==> src/rtl/gpu_cmd_arbiter_pkg.sv <==
// Shared constants and state encodings for the command arbiter and the vertex-processing path.
package gpu_cmd_arbiter_pkg;

  // Packet terminator word, also recognised downstream in the vertex-processing path.
  localparam logic [31:0] GL_END = 32'h0000_00FF;

  typedef enum logic [1:0] {
    ARB_IDLE = 2'd0,
    ARB_CMD  = 2'd1,
    ARB_DATA = 2'd2
  } arb_state_e;

endpackage

==> src/rtl/gpu_rr_picker.sv <==
// Combinational round-robin select: first asserted request at or after ptr, wrapping upward.
module gpu_rr_picker #(
  parameter int unsigned NUM_SRC = 2,
  parameter int unsigned IDX_W   = 1
) (
  input  logic [NUM_SRC-1:0] req,
  input  logic [IDX_W-1:0]   ptr,
  output logic [IDX_W-1:0]   winner,
  output logic               any_req
);

  always_comb begin
    int unsigned idx;
    winner  = '0;
    any_req = 1'b0;
    idx     = 0;
    for (int unsigned off = 0; off < NUM_SRC; off++) begin
      idx = (32'(ptr) + off) % NUM_SRC;
      if (!any_req && req[idx]) begin
        any_req = 1'b1;
        winner  = IDX_W'(idx);
      end
    end
  end

endmodule

==> src/rtl/gpu_cmd_arbiter.sv <==
// Packet-granular round-robin arbiter feeding the vertex-processing FIFO through a one-word
// output register; a granted source owns the output until its GL_END word.
module gpu_cmd_arbiter
  import gpu_cmd_arbiter_pkg::*;
#(
  parameter int unsigned NUM_SRC = 2,
  parameter int unsigned DATA_W  = 32,
  parameter bit          FWD_END = 1'b0,
  localparam int unsigned GNT_W  = (NUM_SRC > 1) ? $clog2(NUM_SRC) : 1
) (
  input  logic                      pll_clock,
  input  logic                      sys_reset,
  input  logic                      arb_enable,
  input  logic [NUM_SRC-1:0]        src_valid,
  input  logic [NUM_SRC*DATA_W-1:0] src_data,
  output logic [NUM_SRC-1:0]        src_ready,
  output logic                      vert_processing_fifo_in_valid,
  output logic [DATA_W-1:0]         vert_processing_fifo_in_data,
  input  logic                      vert_processing_fifo_in_ready,
  output logic [GNT_W-1:0]          grant_id,
  output logic                      busy,
  output logic                      pkt_done
);

  localparam logic [DATA_W-1:0] END_WORD = DATA_W'(GL_END);

  arb_state_e        state_q, state_d;
  logic [GNT_W-1:0]  grant_q, grant_d;
  logic [GNT_W-1:0]  rr_q, rr_d;
  logic              out_valid_q, out_valid_d;
  logic [DATA_W-1:0] out_data_q, out_data_d;
  logic              pkt_done_q, pkt_done_d;

  logic              slot_free;
  logic              sel_valid;
  logic [DATA_W-1:0] sel_data;
  logic              in_xfer;
  logic              load;
  logic              any_req;
  logic [GNT_W-1:0]  winner;

  gpu_rr_picker #(
    .NUM_SRC (NUM_SRC),
    .IDX_W   (GNT_W)
  ) u_picker (
    .req     (src_valid),
    .ptr     (rr_q),
    .winner  (winner),
    .any_req (any_req)
  );

  always_comb begin
    sel_valid = 1'b0;
    sel_data  = '0;
    for (int unsigned i = 0; i < NUM_SRC; i++) begin
      if (grant_q == GNT_W'(i)) begin
        sel_valid = src_valid[i];
        sel_data  = src_data[i*DATA_W +: DATA_W];
      end
    end
  end

  assign busy      = (state_q == ARB_CMD) || (state_q == ARB_DATA);
  assign slot_free = !out_valid_q || vert_processing_fifo_in_ready;
  assign in_xfer   = busy && slot_free && sel_valid;

  always_comb begin
    src_ready = '0;
    for (int unsigned i = 0; i < NUM_SRC; i++) begin
      src_ready[i] = busy && slot_free && (grant_q == GNT_W'(i));
    end
  end

  always_comb begin
    state_d    = state_q;
    grant_d    = grant_q;
    rr_d       = rr_q;
    pkt_done_d = 1'b0;
    load       = 1'b0;
    unique case (state_q)
      ARB_IDLE: begin
        if (arb_enable && any_req) begin
          grant_d = winner;
          state_d = ARB_CMD;
        end
      end
      ARB_CMD: begin
        // The command word is never treated as a terminator, even if it equals GL_END.
        if (in_xfer) begin
          load    = 1'b1;
          state_d = ARB_DATA;
        end
      end
      ARB_DATA: begin
        if (in_xfer) begin
          if (sel_data == END_WORD) begin
            load       = FWD_END;
            pkt_done_d = 1'b1;
            rr_d       = (grant_q == GNT_W'(NUM_SRC - 1)) ? '0 : grant_q + GNT_W'(1);
            state_d    = ARB_IDLE;
          end else begin
            load = 1'b1;
          end
        end
      end
      default: state_d = ARB_IDLE;
    endcase

    out_valid_d = out_valid_q;
    out_data_d  = out_data_q;
    if (load) begin
      out_valid_d = 1'b1;
      out_data_d  = sel_data;
    end else if (slot_free) begin
      out_valid_d = 1'b0;
    end
  end

  always_ff @(posedge pll_clock) begin
    if (sys_reset) begin
      state_q     <= ARB_IDLE;
      grant_q     <= '0;
      rr_q        <= '0;
      out_valid_q <= 1'b0;
      out_data_q  <= '0;
      pkt_done_q  <= 1'b0;
    end else begin
      state_q     <= state_d;
      grant_q     <= grant_d;
      rr_q        <= rr_d;
      out_valid_q <= out_valid_d;
      out_data_q  <= out_data_d;
      pkt_done_q  <= pkt_done_d;
    end
  end

  assign vert_processing_fifo_in_valid = out_valid_q;
  assign vert_processing_fifo_in_data  = out_data_q;
  assign grant_id                      = grant_q;
  assign pkt_done                      = pkt_done_q;

endmodule

==> config.mk <==
export PLATFORM = sky130hd
export DESIGN_NAME = gpu_cmd_arbiter
export DESIGN_NICKNAME = d
export VERILOG_FILES = /design/src/rtl/gpu_cmd_arbiter_pkg.sv /design/src/rtl/gpu_rr_picker.sv /design/src/rtl/gpu_cmd_arbiter.sv
export SDC_FILE = /design/constraint.sdc
export NUM_CORES = 1
export LEC_CHECK = 0
export CORE_MARGIN = 5
export CORE_UTILIZATION = 36
export CTS_BUF_LIST = sky130_fd_sc_hd__clkbuf_8
export CTS_CLUSTER_DIAMETER = 200
export DETAILED_ROUTE_END_ITERATION = 10
export PLACE_DENSITY = 0.86
export SYNTH_ARGS = -nofsm -noshare
export SYNTH_HDL_FRONTEND = slang
export SYNTH_SLANG_ARGS = --single-unit
==> constraint.sdc <==
create_clock -name pll_clock -period 1.6 [get_ports pll_clock]
set_input_delay 0.16 -clock pll_clock [delete_from_list [all_inputs] [get_ports pll_clock]]
set_output_delay 0.16 -clock pll_clock [all_outputs]
set_load 0.1 [all_outputs]
==> results of run 1 <==
==> routing by layer <==
layer | vias up | wire, microns
met5 | - | 0
met4 | 0 | 246
met3 | 23 | 677
met2 | 139 | 4519
met1 | 1202 | 3345
li1 | 1097 | -
==> sequential cells by signal (all words and copies together), names as in the netlist <==
| name | flops |
|---|---|
| vert_processing_fifo_in_valid | 1 |
| pkt_done | 1 |
| rr_q | 1 |
| vert_processing_fifo_in_data | 32 |
| grant_id | 1 |
| state_q | 2 |
==> worst max-delay path by stage <==
stage | start | end | slack, ns | cells after the start
CTS | state_q[1] | vert_processing_fifo_in_data[28] | -0.18 | 9
detailed placement | src_data[47] | state_q[1] | -0.75 | 8
global placement | src_data[47] | state_q[1] | -0.66 | 8
floorplan | state_q[0] | vert_processing_fifo_in_data[10] | -0.27 | 9
global route | src_data[1] | state_q[1] | -0.39 | 8
finish | src_data[1] | state_q[1] | -0.34 | 8
==> synthesized netlist by cell type, drive strengths merged (2+ instances only) <==
cell,n,area share
dfxtp,38,0.39
nor2,35,0.067
a211oi,33,0.13
mux2i,32,0.16
buf,11,0.038
a21oi,6,0.015
inv,6,0.011
nor4,6,0.019
nand2,5,0.0096
nand4,5,0.016
nor4b,5,0.022
o21ai,5,0.013
clkbuf,4,0.0077
nand3,4,0.010
ha,3,0.019
nor3,3,0.0077
and3,2,0.0064
and4b,2,0.010
==> through the flow <==
step                      std cells  hold slack [ns]  total power, mW    util  setup WS [ns]
after floorplan                 216           0.3087            1.788       -        -0.2708
after global placement          406           0.4677            2.334  0.7108        -0.6629
after detailed placement        406           0.4739            2.366  0.7108        -0.7537
after CTS                       421           0.3615            3.280  0.7990        -0.1790
after global routing            428           0.3217            3.490  0.8351        -0.3889
final                           428           0.3100            3.369  0.8351        -0.3389
==> placed cells by master, fill, tap and decap left out, types with 2 or more instances in the layout <==
cell type / n
o21ai_0: 2
dlygate4sd2_1: 40
clkbuf_8: 6
and4b_1: 2
dfxtp_1: 34
nand3_1: 3
a211oi_2: 27
buf_16: 3
buf_6: 8
a211oi_1: 6
a21oi_2: 3
buf_4: 30
inv_1: 4
clkdlybuf4s50_1: 27
buf_12: 39
inv_2: 2
a21oi_1: 3
nor4_4: 2
nor4b_4: 3
nor2_2: 11
nor2_4: 4
and3_4: 2
nand4_1: 5
nor2_1: 20
dlymetal6s2s_1: 2
nor4_2: 4
dfxtp_2: 3
nand2_1: 3
o21ai_4: 2
mux2i_1: 32
nor3_2: 2
nor4b_2: 2
==> final cells by class <==
| type | count | area share |
|---|---|---|
| tap | 70 | 0.02015 |
| clock buffer | 6 | 0.01900 |
| multi-input combinational | 157 | 0.3466 |
| inverter | 6 | 0.005181 |
| timing repair buffer | 150 | 0.4254 |
| sequential | 38 | 0.1767 |
| clock inverter | 1 | 0.006908 |
==> worst max-delay path: stages <==
cell	delay [ns]
clkdlybuf4s50_1	0.49
nor4b_2	0.28
nand4_1	0.21
o21ai_4	0.14
nand4_1	0.23
buf_4	0.21
a221oi_2	0.30
a211oi_2	0.08
==> cells by family (layout without fill, tap and decap cells) <==
group                    Yosys count  in the layout  synth area share
adder cells (fa/ha/maj)            3              3           0.01915
AO/OA/AOI/OAI                     51             51            0.1889
buffers and inverters             21            163           0.05679
AND/OR/NAND/NOR                   70             70            0.1781
multiplexers                      33             33            0.1691
flip-flops                        38             38            0.3880
==> power breakdown <==
part           switching [mW]  internal, mW
Combinational           0.843         0.623
Sequential             0.0654          1.00
Clock                   0.339         0.499
==> repair_timing <==
| action | 4_1_cts | 5_1_grt |
|---|---|---|
| hold buffers | 0 | 0 |
| setup buffers | 6 | 7 |
| pin swaps | 34 | 13 |
| cloned | 5 | 1 |
| gates resized for setup | 93 | 37 |
| endpoints found under the setup margin | 39 | 39 |
==> impl_metrics.ini, run 1 <==
[die]
rows = 26
dieArea_sq_mm = 0.007022
core_region_area_sq_mm = 0.005205
die_w_microns = 83.80
die_h_microns = 83.80
initial_core_util = 0.3767
num_io_pins = 108

[timing]
relSlewSlack = 0.7055
hold_viol_final = 0
finalCritPeriodShare = 1.212
fin_tns_setup_ns = -7.148
setup_viol = 39
rsz0062_at_grt = true
finalWorstPathRequiredPeriod_ns = 1.939
fin_ws_ns = -0.3389
fmax_ghz = 0.5158
drv_slew = 0
skew_ns = 0.006647
tightest_slew_ns = 0.4372

[critical_path]
cp_data_arrival_time_ns = 2.11
r2r-start = state_q[1]
start_kind = input pin
reg2reg_depth = 8
worstSetupEndpointType = register
ff2ff_setup_slack_ns = -0.27
crit_fanout = 4
rr_endpoint = state_q[1]
required_ns = 1.77
crit_type = input pin to register

[clock_network]
numCtsBuffers = 5
path_clk_slew_ns = 0.07
clkSinkCount = 38
cts_root_buf = clkbuf_8
ctsHtreeMaxLevel = 2
cts_tree = yes
clk_latency_ns = 0.29
cts_buffer_depth = 2

[power_and_ir_drop]
ir_drop_v = 0.0005664
p_leak_nw = 1.607
p_per_area_mw_per_mm2 = 775.0

[yosys]
synthDistinctLibCells = 33
synth_top_flop_cell = dfxtp_1
synthArstFlopShare = 0
avgSynthCellArea_sq_um = 9.077
synth_cells = 216
syn_area_sq_mm = 0.001961
syn_nets = 289
yosysSeqAreaShare = 0.3880
synth_edf_count = 0
ys_warn_count = 0
synth_seq_cells = 38

[finish]
final_cell_area_sq_mm = 0.004347
nNetsFinal = 431
multiInputGateArea_sq_mm = 0.001506
diodes = 0
area_growth_pct = 121.7
regArea_sq_um = 768.2
fill_cells = 277
drive_gt1_frac = 0.4637

[global_route]
grt_overflow = 0
grt_pass1_wl_mm = 13.62
grt-busiest-layer = met2
grt_util_met3 = 0.07108
grt_max_degree = 26
grt_pass1_vias = 2652
antenna_found_initial = 0
track_usage = 0.2399
use_met2 = 0.4382
grt_use_met1 = 0.2683

[placed_design]
portBuffers = 107
gp_congestion = 0.8740
dpl.hpwl_mm = 5.696
dpl-instance-area_sq_mm = 0.003700

[status]
status = complete, but fails checks
violations = negative setup slack

[detailed_routing]
drt_first_pass_iters = 4
wl_per_cell_microns = 20.53
drt_iter0_markers = 125
detail-route-antenna-nets = 0
drt_wl_total_mm = 8.788
drcViolationCount = 0
num_vias = 2461
viasPerCell = 5.750

[min_path]
hold_end = vert_processing_fifo_in_data[18]
holdPathStages = 3
hold_start = src_data[18]
min-delay-path-class = input pin to register

[flow_run]
maxCapViolations = 0
Power figures use the tool's default switching activity.
==> run 2: changes to the inputs <==
--- a/config.mk
+++ b/config.mk
@@ -6,11 +6,12 @@
 export NUM_CORES = 1
 export LEC_CHECK = 0
 export CORE_MARGIN = 5
-export CORE_UTILIZATION = 36
+export CORE_UTILIZATION = 44
 export CTS_BUF_LIST = sky130_fd_sc_hd__clkbuf_8
 export CTS_CLUSTER_DIAMETER = 200
 export DETAILED_ROUTE_END_ITERATION = 10
-export PLACE_DENSITY = 0.86
+export PLACE_DENSITY = 0.92
 export SYNTH_ARGS = -nofsm -noshare
 export SYNTH_HDL_FRONTEND = slang
+export SYNTH_HIERARCHICAL = 1
 export SYNTH_SLANG_ARGS = --single-unit
==> constraint.sdc (replaced) <==
create_clock -name pll_clock -period 2 [get_ports pll_clock]
set_input_delay 0.2 -clock pll_clock [delete_from_list [all_inputs] [get_ports pll_clock]]
set_output_delay 0.2 -clock pll_clock [all_outputs]
set_load 0.1 [all_outputs]
==> impl_metrics.ini, run 2 <==
[yosys]
yosysMostFrequentCell = nor2_1
synthDistinctLibCells = 40
syn_area_sq_mm = 0.002446
synthArstFlopShare = 0
syn_nets = 330
ys_top_cells_by_count = nor2_1 (39), dfxtp_1 (38), nor2b_1 (35)
netlist.area_leader.share = 0.3110
ys_warn_count = 6
synth_cells = 257
synthTopCellsByArea = dfxtp_1 (31%), mux2_4 (18%), mux2i_1 (12%)
avgSynthCellArea_sq_um = 9.518
synth_edf_count = 0
yosysTopAreaCell = dfxtp_1
synth_top_flop_cell = dfxtp_1
synth_seq_cells = 38
yosysSeqAreaShare = 0.3110

[placed_design]
dpl.hpwl_mm = 5.989
gp_congestion = 0.9790
dpl-instance-area_sq_mm = 0.003704
portBuffers = 107

[clock_network]
clkSinkCount = 38
cts_root_buf = clkbuf_8
cts_tree = yes
ctsHtreeMaxLevel = 2
cts_hold_buffers = 0
clk_latency_ns = 0.29
numCtsBuffers = 5
path_clk_slew_ns = 0.07
cts_buffer_depth = 2

[global_route]
track_usage = 0.2083
grt_max_degree = 34
grt_overflow = 0
grt_pass1_wl_mm = 12.21
grt_pass1_vias = 2519
antenna_found_initial = 0

[timing]
finalWorstPathRequiredPeriod_ns = 1.960
skew_ns = 0.006459
rsz0062_at_grt = true
hold-worst-slack_ns = 0.3411
drv_slew = 0
hold_viol_final = 0
finalCritPeriodShare = 0.9800
fmax_ghz = 0.5102
tightest_slew_ns = 0.4579
relSlewSlack = 0.6947
setup_viol = 0

[finish]
final_util = 0.7384
diodes = 0
drive_gt1_frac = 0.3463
final_cell_mix = clkdlybuf4s50_1 (59), buf_4 (59), nor2_1 (37), dfxtp_1 (35), nor2b_1 (33)
nNetsFinal = 460
final_cell_area_sq_mm = 0.004016
largest_register_ffs = 32
area_growth_pct = 64.19

[detailed_routing]
detailroute.wirelength.met3_microns = 600
wl_per_cell_microns = 17.41
wl_met1_mm = 3.388
drt_iter0_markers = 109
drt_first_pass_iters = 4
drcViolationCount = 0
viasPerCell = 5.161
drt_wl_total_mm = 7.993
detail-route-antenna-nets = 0
wl_met2_mm = 3.851
num_vias = 2369
routed.top_layer = met4

[critical_path]
start_kind = input pin
crit_type = input pin to register
worstSetupEndpointType = register
crit_fanout = 8
reg2reg_depth = 7
required_ns = 2.18
cp_data_arrival_time_ns = 2.14

[power_and_ir_drop]
p_leak_nw = 1.786
p_per_area_mw_per_mm2 = 744.7
ir_drop_v = 0.0008235

[die]
initial_core_util = 0.4497
rows = 27
num_io_pins = 108
die_w_microns = 84.56
dieArea_sq_mm = 0.007150
core_region_area_sq_mm = 0.005439
die_h_microns = 84.56

[status]
status = finished, final reports clean

[min_path]
min-delay-path-class = input pin to register
holdPathStages = 2

[flow_run]
maxCapViolations = 0
## run 2: cell count changes after synthesis, moves of 3 or more
cell,before,now
and2_1,0,3
mux2_4,0,29
mux2_2,0,3
nor2_1,35,39
buf_2,5,2
a211oi_1,33,1
nor2b_1,1,35
clkbuf_1,4,9
## run 2: final cells by class
cell class | count | area [sq um]
flip-flops and latches | 38 | 767.0
inverters | 5 | 18.77
multi-input cells | 198 | 1715
well taps | 72 | 90.09
clock inverters | 2 | 7.507
clock buffers | 5 | 68.82
repair buffers | 139 | 1349
fillers | 384 | 1423
## run 2: path summary, 6_finish.rpt
kind / from / endpoint / slack [ns]
worst min register to register: rr_q / rr_q / 0.59
worst min-delay path: sys_reset / grant_id / 0.34
worst max-delay path: src_data[9] / vert_processing_fifo_in_data[12] / 0.04
worst max register to register: grant_id / vert_processing_fifo_in_data[12] / 0.06
## run 2: metal layers
metal	global-route usage	up-vias
met4	0.05755	0
met5	0	-
met2	0.3537	98
met3	0.06281	13
met1	0.2547	1096
li1	-	1162
## run 2: critical path, stage by stage
cell and delay [ns]:
clkdlybuf4s50_1 0.44, nor4_1 0.31, nand4_1 0.19, a22oi_2 0.25
a31o_4 0.25, clkbuf_16 0.18, mux2_4 0.30
## run 2: kinds of logic after synthesis
family	share of synthesized area
and+or+nand+nor	0.2563
adders and majority gates	0.01535
muxes	0.3146
AOI/OAI and AO/OA	0.05422
buffers and inverters	0.04859
DFF	0.3110
## run 2: where the power goes
| part | switching, mW | internal [mW] |
|---|---|---|
| Clock | 0.256 | 0.230 |
| Combinational | 0.994 | 0.643 |
| Sequential | 0.0444 | 0.824 |
## run 2: timing repair
item,in CTS,in global routing
setup endpoints to repair,32,32
pin swaps,1,11
buffers inserted,2,4
resized for setup,8,28
gates cloned,0,1
## run 2: stage by stage
stage	setup TNS, ns	worst slack [ns]	std cells	total power [mW]
2_1_floorplan	-1.859	-0.06390	257	1.960
3_3_place_gp	-15.88	-0.5016	445	2.415
3_5_place_dp	-14.80	-0.4888	445	2.445
4_1_cts	0	0.006575	454	2.955
5_1_grt	-0.09769	-0.01427	459	3.115
6_report	0	0.03996	459	2.991
==> run 3: changes to the inputs <==
--- a/config.mk
+++ b/config.mk
@@ -5,6 +5,7 @@
 export SDC_FILE = /design/constraint.sdc
 export NUM_CORES = 1
 export LEC_CHECK = 0
+export ABC_CLOCK_PERIOD_IN_PS = 2000
 export CORE_MARGIN = 5
 export CORE_UTILIZATION = 44
 export CTS_BUF_LIST = sky130_fd_sc_hd__clkbuf_8
==> results of run 3 <==
The final DEF is identical to that of run 2; final timing and power are the same.
